### src/rtl/cpu_pkg.sv
// Shared definitions for the mini-CPU: datapath widths, opcodes and
// the execute-stage state encoding.
package cpu_pkg;

    localparam int DW = 8;
    localparam int AW = 3;

    typedef enum logic [2:0] {
        OP_ADD = 3'd0,
        OP_SUB = 3'd1,
        OP_AND = 3'd2,
        OP_OR  = 3'd3,
        OP_XOR = 3'd4,
        OP_MOV = 3'd5,
        OP_MUL = 3'd6,
        OP_NOT = 3'd7
    } op_t;

    typedef enum logic [1:0] {
        ST_IDLE = 2'd0,
        ST_MUL  = 2'd1,
        ST_WB   = 2'd2
    } state_t;

endpackage

### src/rtl/mul_iter.sv
// Iterative shift-add multiplier: one partial product per cycle, DW cycles
// after start, full 2*DW-bit product held until the next start.
module mul_iter
    import cpu_pkg::*;
(
    input  logic            clk,
    input  logic            areset,
    input  logic            start,
    input  logic [DW-1:0]   a,
    input  logic [DW-1:0]   b,
    output logic            busy,
    output logic            done,
    output logic [2*DW-1:0] product
);

    localparam int CW = $clog2(DW + 1);

    logic [2*DW-1:0] mcand_q;
    logic [2*DW-1:0] prod_q;
    logic [DW-1:0]   mplr_q;
    logic [CW-1:0]   cnt_q;

    always_ff @(posedge clk or posedge areset) begin
        if (areset) begin
            mcand_q <= '0;
            prod_q  <= '0;
            mplr_q  <= '0;
            cnt_q   <= '0;
        end else if (start) begin
            mcand_q <= {{DW{1'b0}}, a};
            prod_q  <= '0;
            mplr_q  <= b;
            cnt_q   <= CW'(DW);
        end else if (busy) begin
            if (mplr_q[0])
                prod_q <= prod_q + mcand_q;
            mcand_q <= mcand_q << 1;
            mplr_q  <= mplr_q >> 1;
            cnt_q   <= cnt_q - CW'(1);
        end
    end

    assign busy    = (cnt_q != '0);
    // asserted during the cycle whose edge performs the final iteration
    assign done    = (cnt_q == CW'(1));
    assign product = prod_q;

endmodule

### src/rtl/exec_stage.sv
// Execute/write-back stage: accepts one reg-reg instruction, computes it
// (single-cycle ALU or iterative multiply) and writes it back with flags.
//
//   state   | meaning
//   IDLE    | ready; read addresses follow rs1/rs2 inputs
//   MUL     | multiplier iterating on latched operands
//   WB      | one-cycle register-file write, flags update at its edge
module exec_stage
    import cpu_pkg::*;
(
    input  logic          clk,
    input  logic          areset,
    input  logic          in_valid,
    output logic          in_ready,
    input  logic [2:0]    op,
    input  logic [AW-1:0] rd,
    input  logic [AW-1:0] rs1,
    input  logic [AW-1:0] rs2,
    output logic [AW-1:0] raddr1,
    output logic [AW-1:0] raddr2,
    input  logic [DW-1:0] rout1,
    input  logic [DW-1:0] rout2,
    output logic          we,
    output logic [AW-1:0] waddr,
    output logic [DW-1:0] wdata,
    output logic          flag_z,
    output logic          flag_c
);

    state_t          state_q, state_d;
    op_t             op_q;
    logic [AW-1:0]   rd_q, rs1_q, rs2_q, waddr_q;
    logic [DW-1:0]   a_q, b_q, wdata_q;
    logic            flag_z_q, flag_c_q;
    logic            accept, mul_start, mul_busy, mul_done;
    logic [2*DW-1:0] mul_product;
    logic [DW:0]     alu_out;

    // returns {carry/borrow/overflow, result}
    function automatic logic [DW:0] alu(input op_t o, input logic [DW-1:0] x,
                                        input logic [DW-1:0] y,
                                        input logic [2*DW-1:0] p);
        logic [DW:0] r;
        r = '0;
        case (o)
            OP_ADD:  r = {1'b0, x} + {1'b0, y};
            OP_SUB:  r = {1'b0, x} - {1'b0, y};
            OP_AND:  r = {1'b0, x & y};
            OP_OR:   r = {1'b0, x | y};
            OP_XOR:  r = {1'b0, x ^ y};
            OP_MOV:  r = {1'b0, x};
            OP_MUL:  r = {|p[2*DW-1:DW], p[DW-1:0]};
            OP_NOT:  r = {1'b0, ~x};
            default: r = '0;
        endcase
        return r;
    endfunction

    assign accept    = in_valid && (state_q == ST_IDLE);
    assign mul_start = accept && (op_t'(op) == OP_MUL);
    assign alu_out   = alu(op_q, a_q, b_q, mul_product);

    mul_iter u_mul (
        .clk     (clk),
        .areset  (areset),
        .start   (mul_start),
        .a       (rout1),
        .b       (rout2),
        .busy    (mul_busy),
        .done    (mul_done),
        .product (mul_product)
    );

    always_ff @(posedge clk or posedge areset) begin
        if (areset) begin
            state_q  <= ST_IDLE;
            op_q     <= OP_ADD;
            rd_q     <= '0;
            rs1_q    <= '0;
            rs2_q    <= '0;
            a_q      <= '0;
            b_q      <= '0;
            waddr_q  <= '0;
            wdata_q  <= '0;
            flag_z_q <= 1'b0;
            flag_c_q <= 1'b0;
        end else begin
            state_q <= state_d;
            if (accept) begin
                op_q  <= op_t'(op);
                rd_q  <= rd;
                rs1_q <= rs1;
                rs2_q <= rs2;
                a_q   <= rout1;
                b_q   <= rout2;
            end
            if (state_q == ST_WB) begin
                waddr_q  <= rd_q;
                wdata_q  <= alu_out[DW-1:0];
                flag_z_q <= (alu_out[DW-1:0] == '0);
                flag_c_q <= alu_out[DW];
            end
        end
    end

    always_comb begin
        state_d = state_q;
        case (state_q)
            ST_IDLE: if (accept) state_d = (op_t'(op) == OP_MUL) ? ST_MUL : ST_WB;
            ST_MUL:  if (mul_done || !mul_busy) state_d = ST_WB;
            ST_WB:   state_d = ST_IDLE;
            default: state_d = ST_IDLE;
        endcase
    end

    assign in_ready = (state_q == ST_IDLE);
    assign raddr1   = in_ready ? rs1 : rs1_q;
    assign raddr2   = in_ready ? rs2 : rs2_q;
    assign we       = (state_q == ST_WB);
    assign waddr    = we ? rd_q : waddr_q;
    assign wdata    = we ? alu_out[DW-1:0] : wdata_q;
    assign flag_z   = flag_z_q;
    assign flag_c   = flag_c_q;

endmodule

### config.mk
export PLATFORM = sky130hd
export DESIGN_NAME = exec_stage
export DESIGN_NICKNAME = d
export VERILOG_FILES = /design/src/rtl/cpu_pkg.sv /design/src/rtl/mul_iter.sv /design/src/rtl/exec_stage.sv
export SDC_FILE = /design/constraint.sdc
export NUM_CORES = 1
export LEC_CHECK = 0
export BUFFER_PORTS_ARGS = -buffer_cell sky130_fd_sc_hd__buf_2
export CAP_MARGIN = 20
export CORE_ASPECT_RATIO = 0.9
export CORE_UTILIZATION = 50
export DETAILED_ROUTE_END_ITERATION = 10
export GPL_TIMING_DRIVEN = 1
export PLACE_DENSITY = 0.69
export SYNTH_ARGS = -nofsm -noshare
export SYNTH_HDL_FRONTEND = slang
export SYNTH_HIERARCHICAL = 1
export SYNTH_SLANG_ARGS = --single-unit
export TNS_END_PERCENT = 30
### constraint.sdc
create_clock -name clk -period 6.5 [get_ports clk]
set_input_delay 0 -clock clk [delete_from_list [all_inputs] [get_ports clk]]
set_output_delay 0 -clock clk [all_outputs]
set_load 0.05 [all_outputs]
==> results of run 1 <==
[cell usage after synthesis (all sizes together), types with 4 or more instances]
cell / n / share of area [%]
nand2: 143 / 9.7
dfrtp: 87 / 39
o21ai: 65 / 5.9
ha: 42 / 9.5
a21oi: 39 / 3.5
nor2: 33 / 2.2
inv: 32 / 2.2
mux2i: 18 / 3.2
clkbuf: 17 / 1.1
mux2: 15 / 3.2
xnor2: 10 / 1.6
xor2: 10 / 1.6
buf: 9 / 1.2
or3: 7 / 0.81
nand2b: 6 / 0.68
nor2b: 6 / 0.68
a21o: 5 / 0.68
mux4: 5 / 2.0
nor3: 5 / 0.45
a31oi: 4 / 0.45
and3: 4 / 0.47
[logic make-up after synthesis]
family	count (synthesis)	synth area share [%]
AO/OA/AOI/OAI	149	16.4
multiplexers	38	8.45
buffers and inverters	58	4.53
adder cells (fa/ha/maj)	44	10.2
XOR/XNOR	20	3.16
flip-flops	87	39.2
AND/OR/NAND/NOR	227	18.1
[sequential cells by signal, indices dropped and copies added, names as in the netlist, 4 cells and up]
| register | flops |
|---|---|
| a_q | 8 |
| u_mul/product | 16 |
| wdata_q | 8 |
| u_mul/cnt_q | 4 |
| u_mul/mcand_q | 16 |
| b_q | 8 |
| u_mul/mplr_q | 8 |
[cell type report]
class	count	area (sq um)
multi-input combinational	478	3130
fill	923	4300
inverter	32	120
timing repair buffer	86	591
clock inverter	4	95.1
sequential	87	2180
tap	133	166
clock buffer	10	239
[power breakdown]
part	internal [mW]	total, mW	leakage (nW)	switching [mW]
clock	0.381	0.595	0.164	0.214
sequential	0.735	0.921	1.12	0.186
combinational	0.717	1.80	1.91	1.09
[per-layer routing]
| metal | GRT usage, % | wire, microns | up-vias |
|---|---|---|---|
| met1 | 34.1 | 6460 | 2249 |
| met4 | 10.7 | 322 | 0 |
| li1 | - | - | 2305 |
| met3 | 4.03 | 623 | 24 |
| met5 | 0 | 0 | - |
| met2 | 40.5 | 6210 | 121 |
[worst max-delay path by stage]
stage / endpoint / startpoint / cells past startpoint / slack (ns)
3_5_place_dp: wdata[7] / op_q[1] / 12 / 3.03
3_3_place_gp: wdata[7] / op_q[2] / 12 / 3.14
4_1_cts: wdata[7] / op_q[1] / 12 / 2.62
6_report: wdata[7] / op_q[2] / 12 / 2.60
2_1_floorplan: wdata_q[4] / op_q[1] / 12 / 2.34
5_1_grt: wdata[7] / op_q[2] / 12 / 2.37
[placed cells by master (no fill, tap or decap), types with 3 or more instances in the layout]
master / netlist / layout
nand2_1: 143 / 143
dfrtp_1: 87 / 87
o21ai_0: 63 / 63
buf_2: 3 / 51
ha_1: 42 / 42
a21oi_1: 39 / 39
nor2_1: 33 / 32
inv_1: 30 / 29
dlygate4sd3_1: 0 / 29
mux2i_1: 18 / 18
mux2_2: 13 / 13
xnor2_1: 10 / 10
xor2_1: 10 / 10
clkbuf_16: 0 / 9
nand2b_1: 6 / 6
nor2b_1: 6 / 6
buf_4: 0 / 6
or3_1: 6 / 6
nor3_1: 5 / 5
a21o_1: 5 / 5
mux4_2: 5 / 5
a31oi_1: 4 / 4
nand3b_1: 3 / 3
and3_1: 3 / 3
nand3_1: 3 / 3
a211oi_1: 3 / 3
o211ai_1: 3 / 3
nor4_1: 3 / 3
o31ai_1: 3 / 3
bufinv_16: 0 / 3
o21a_1: 3 / 3
a32o_1: 3 / 3
[critical path: stages, from the launching register on]
cell,delay [ns]
dfrtp_1,0.79
nor2_1,0.22
and2_1,0.27
a21o_1,0.19
xnor2_1,0.13
ha_1,0.35
o21ai_0,0.13
a21oi_1,0.22
o21ai_0,0.15
xnor2_1,0.14
mux4_2,0.47
mux2_2,0.29
buf_2,0.21
[through the flow]
stage	instance area (sq um)	cells	util, %
after floorplan	5550	623	-
after global placement	5890	787	54.5
after detailed placement	5890	787	54.5
after CTS	6510	830	60.3
after global routing	6510	830	60.3
final	6510	830	60.3
==> results_dict.tcl, run 1 <==
set metrics [dict create \
    die_w_microns 113 \
    htreeDepth 3 \
    synth_nets 698 \
    cap_violations 0 \
    yosys_warnings 6 \
    whs_path_depth 4 \
    rsz0062_at_grt "false" \
    synth_cells 623 \
    dieArea_sq_um 11500 \
    final_antenna_net_count 0 \
    cts_sinks 87 \
    clkLatencyLatePin_ns 0.34 \
    clkTransAtPathRegs_ns 0.06 \
    fin_tns_setup_ns 0 \
    synth.cell_area_sq_um 5550 \
    r2r-end "wdata_q[7]" \
    cts_tree "yes" \
    fin_ws_ns 2.60 \
    cts_buffer_depth 2 \
    clock_skew_ns 0.00921 \
    power_density_nw_per_um2 509 \
    slew_headroom_pct 36.0 \
    finalSetupViolations 0 \
    path_class "flip-flop to output pin" \
    cts_buffers 9 \
    ys.flop_type "dfrtp_1" \
    synth-async-reset-ratio_pct 100 \
    ys_ff_latch 87 \
    drt_first_iter_violations 293 \
    ff2ff_path_depth 11 \
    peakVddDrop_mv 0.269 \
    drive_gt1_share_pct 14.8 \
    r2r_slack_ns 3.04 \
    antenna_found_initial 0 \
    outcome "completed" \
    cp.arrival_ns 3.90 \
    grt_pass1_vias 4606 \
    rr_startpoint "op_q[2]" \
    hold_buffers 29 \
    wl_per_cell_microns 16.4 \
    hold_path_class "input pin to flip-flop" \
    slew_violations 0 \
    vias 4699 \
    n_antenna_cell 0 \
    drc 0 \
    root_buffer "clkbuf_16" \
    via_per_inst 5.66 \
    report.power.total_mw 3.32 \
    crit_path_max_fanout 22 \
    cp.required_ns 6.50 \
    pre_cts_slack_ns 3.03 \
    critPathLaunchType "flip-flop" \
    gp_congestion 0.908 \
    worstMarginPinSlew_ns 0.955 \
    yosys.cell_types.count 65 \
    fin_crit_sh_pct 60.0 \
    rows 36 \
    hold_viol 0 \
    area_growth_pct 17.3 \
    hold_end "state_q[1]" \
    grtUsageTotal_pct 25.2 \
    min_from "in_valid" \
    core_sq_um 10800 \
    yosysSeqAreaShare_pct 39.2 \
    post_cts_resized 0 \
    min_period_ns 3.90 \
    io_pins 52 \
    grt_pass1_wl_mm 22.6 \
    first_pass_iters 5 \
    grt-ovfl-total 0 \
    start_util_pct 51.4 \
    max_freq_ghz 0.256 \
    grt_max_degree 50 \
    die_height_microns 102 \
    p_leak_nw 3.19 \
    synth-edff-count 0 \
    endpoint_kind "output pin" \
    hpwl_mm 9.58 \
    hold_ws_ns 0.0408 \
    syn_area_per_cell_sq_um 8.91 \
    wl_mm 13.6 \
    nNetsFinal 769 \
    postCtsSetupRepairBufs 0 \
    portBuffers 51 \
]
No activity file was read; power rests on OpenSTA's default activity.
==> run 2, diff against run 1 <==
ABC_AREA = 1   (was not set)
PLACE_DENSITY = 0.71   (was 0.69)
clock period = 3.2 ns   (was 6.5 ns; I/O delays follow)
==> run 2 against run 1 <==
Total power is 120% higher. Critical path type unchanged. Global-route usage is 2.5 points higher. Largest cell class unchanged. Critical path depth is 3 higher. Clock skew is 0.0050 ns lower. Hold slack better by 0.30 ns.
==> results_dict.tcl, run 2 <==
set metrics [dict create \
    peakVddDrop_mv 0.685 \
    clock_power_share_pct 15.5 \
    comb_power_share_pct 58.8 \
    final_common_cell "nand2_1" \
    slew_headroom_pct 61.1 \
    drt_first_iter_violations 425 \
    root_buffer "clkbuf_16" \
    vias 5521 \
    die_height_microns 105 \
    final_antenna_net_count 0 \
    rr_startpoint "b_q[0]" \
    yosys.cell_types.count 46 \
    cts_tree "yes" \
    slew_violations 0 \
    hold_viol 0 \
    hold_path_class "input pin to async pin" \
    path_delay_family "simple AND/OR/NAND/NOR gates" \
    ys.flop_type "dfrtp_1" \
    cp.required_ns 3.20 \
    cts_buffers 9 \
    place_area_sq_um 6260 \
    p_sw_mw 3.79 \
    cp.depth 15 \
    area_growth_pct 17.5 \
    path_class "flip-flop to output pin" \
    via_per_inst 5.24 \
    clkTransAtPathRegs_ns 0.07 \
    grt_pass1_vias 5237 \
    gp_congestion 0.935 \
    yosys_warnings 6 \
    finalSetupViolations 0 \
    worstMarginPinSlew_ns 0.582 \
    slowest_stage "dfrtp_2" \
    p_leak_nw 3.75 \
    wl_per_cell_microns 14.7 \
    hpwl_mm 11.0 \
    fin_crit_sh_pct 91.8 \
    path_cells "inv_4 > nor2_4 > or2_2 > xor2_1 > inv_1 > ha_1 > inv_1 > nand2_1 > nand3_1 > nand2_1 > nand2_1 > nand3_1 > nand2_1 > o21ai_1 > buf_2" \
    synth_cells 812 \
    p_int_mw 3.68 \
    synth.cell_area_sq_um 5920 \
    start_util_pct 51.6 \
    cp.arrival_ns 2.94 \
    yosysSeqAreaShare_pct 36.7 \
    crit_path_max_fanout 13 \
    route.met2.wl_mm 6.56 \
    min_period_ns 2.94 \
    sequentialPowerShare_pct 25.6 \
    nNetsFinal 967 \
    fin_ws_ns 0.263 \
    wl_met3_mm 1.09 \
    n_antenna_cell 0 \
    yosys.area.top_type "dfrtp_1" \
    endpoint_kind "output pin" \
    drc 0 \
    critPathLaunchType "flip-flop" \
    topRoutingLayerUsed "met4" \
    synth-edff-count 0 \
    synth_common_cells "231 x nand2_1, 115 x inv_1, 87 x dfrtp_1" \
    cts_sinks 87 \
    core_sq_um 11500 \
    cts_buffer_depth 2 \
    cp_slowest_stage_delay_ns 0.50 \
    first_pass_iters 4 \
    synth_area_leaders "dfrtp_1 37%, nand2_1 15%, ha_1 8.9%, inv_1 7.3%, nand3_1 5.6%" \
    portBuffers 51 \
    yosysMostFrequentCell "nand2_1" \
    wl_mm 15.5 \
    pre_cts_slack_ns 0.484 \
    antenna_found_initial 0 \
    ff2ff_path_depth 19 \
    dieArea_sq_um 12300 \
    die_w_microns 117 \
    crit_buf_inv 4 \
    syn_area_per_cell_sq_um 7.30 \
    cp_common_cell "nand2_1" \
    max_freq_ghz 0.340 \
    grt_max_degree 56 \
    cap_violations 0 \
    synth_nets 887 \
    clkLatencyLatePin_ns 0.35 \
    fin_tns_setup_ns 0 \
    report.power.total_mw 7.46 \
    grt-ovfl-total 0 \
    critPathLaunch "op_q[0]" \
    yosysTopAreaCellShare_pct 36.7 \
    wl_met1_mm 7.44 \
    rows 37 \
    clock_skew_ns 0.00426 \
    r2r-end "flag_z" \
    ys_ff_latch 87 \
    grtUsageTotal_pct 27.7 \
    p_sw_share_pct 50.7 \
    r2r_slack_ns 0.73 \
    final_cell_mix "230 x nand2_1, 112 x inv_1, 86 x dfrtp_1, 72 x nor2_1, 66 x nand3_1" \
    htreeDepth 3 \
    power_density_nw_per_um2 1070 \
    drive_gt1_share_pct 12.6 \
    grt_pass1_wl_mm 26.0 \
    outcome "completed" \
    stdcell_area_sq_um 6960 \
    synth-async-reset-ratio_pct 100 \
    io_pins 52 \
]
==> run 2: cell count changes after synthesis, moves of 12 or more <==
cell | previous run | this run
nand2_1 | 143 | 231
a21oi_1 | 39 | 52
nand3_1 | 3 | 66
o21ai_0 | 63 | 25
nand4_1 | 2 | 17
mux2i_1 | 18 | 0
nor2_1 | 33 | 73
clkbuf_1 | 17 | 5
inv_1 | 30 | 115
==> run 2: tightest hold or removal path, stage by stage <==
cell           delay, ns
dlygate4sd3_1       0.53
buf_2               0.13
clkinv_1            0.04
buf_4               0.45
==> run 2: routing by layer <==
metal / GRT usage (%) / up-vias
li1: - / 2769
met1: 41.9 / 2527
met2: 39.6 / 197
met3: 4.26 / 28
met4: 10.6 / 0
met5: 0 / -
==> run 2: power by group through the flow <==
stage,sequential [mW],combinational [mW],clock [mW]
after floorplan,1.80,3.38,0
after global placement,1.89,4.13,0
after detailed placement,1.90,4.16,0
after CTS,1.89,4.22,1.18
after global routing,1.97,4.94,1.23
final,1.91,4.39,1.16
==> run 2: worst max path at each step <==
stage,endpoint
3_3_place_gp,wdata[7]
4_1_cts,wdata[7]
5_1_grt,wdata[7]
3_5_place_dp,wdata[7]
6_report,wdata[6]
2_1_floorplan,wdata_q[3]
==> run 2: area by class of cell <==
class | count | area [sq um]
Timing Repair Buffer | 93 | 648
Sequential cell | 87 | 2180
Fill cell | 1042 | 4520
Clock buffer | 9 | 225
Tap cell | 156 | 195
Inverter | 120 | 460
Clock inverter | 7 | 103
Multi-Input combinational cell | 581 | 3150
==> run 2: repair_timing <==
item	in CTS	in global routing
hold buffers	30	0
hold endpoints to repair	132	0
buffers inserted	0	4
gates resized for setup	0	9
setup endpoints to repair	0	4
==> run 2: cells by family after synthesis <==
group | count (synthesis) | synth area share [%]
AOI/OAI and AO/OA | 101 | 9.78
DFF | 87 | 36.7
buffers and inverters | 144 | 10.7
muxes | 2 | 0.380
adders and majority gates | 44 | 9.55
and+or+nand+nor | 423 | 31.2
xor gates and xnor gates | 11 | 1.63
==> run 2: through the flow <==
step / cells / utilization, % / hold slack, ns
floorplan: 812 / - / 0.127
global placement: 1003 / 54.5 / 0.174
detailed placement: 1003 / 54.5 / 0.171
CTS: 1049 / 60.0 / 0.347
global route: 1053 / 60.6 / 0.397
finish: 1053 / 60.6 / 0.340
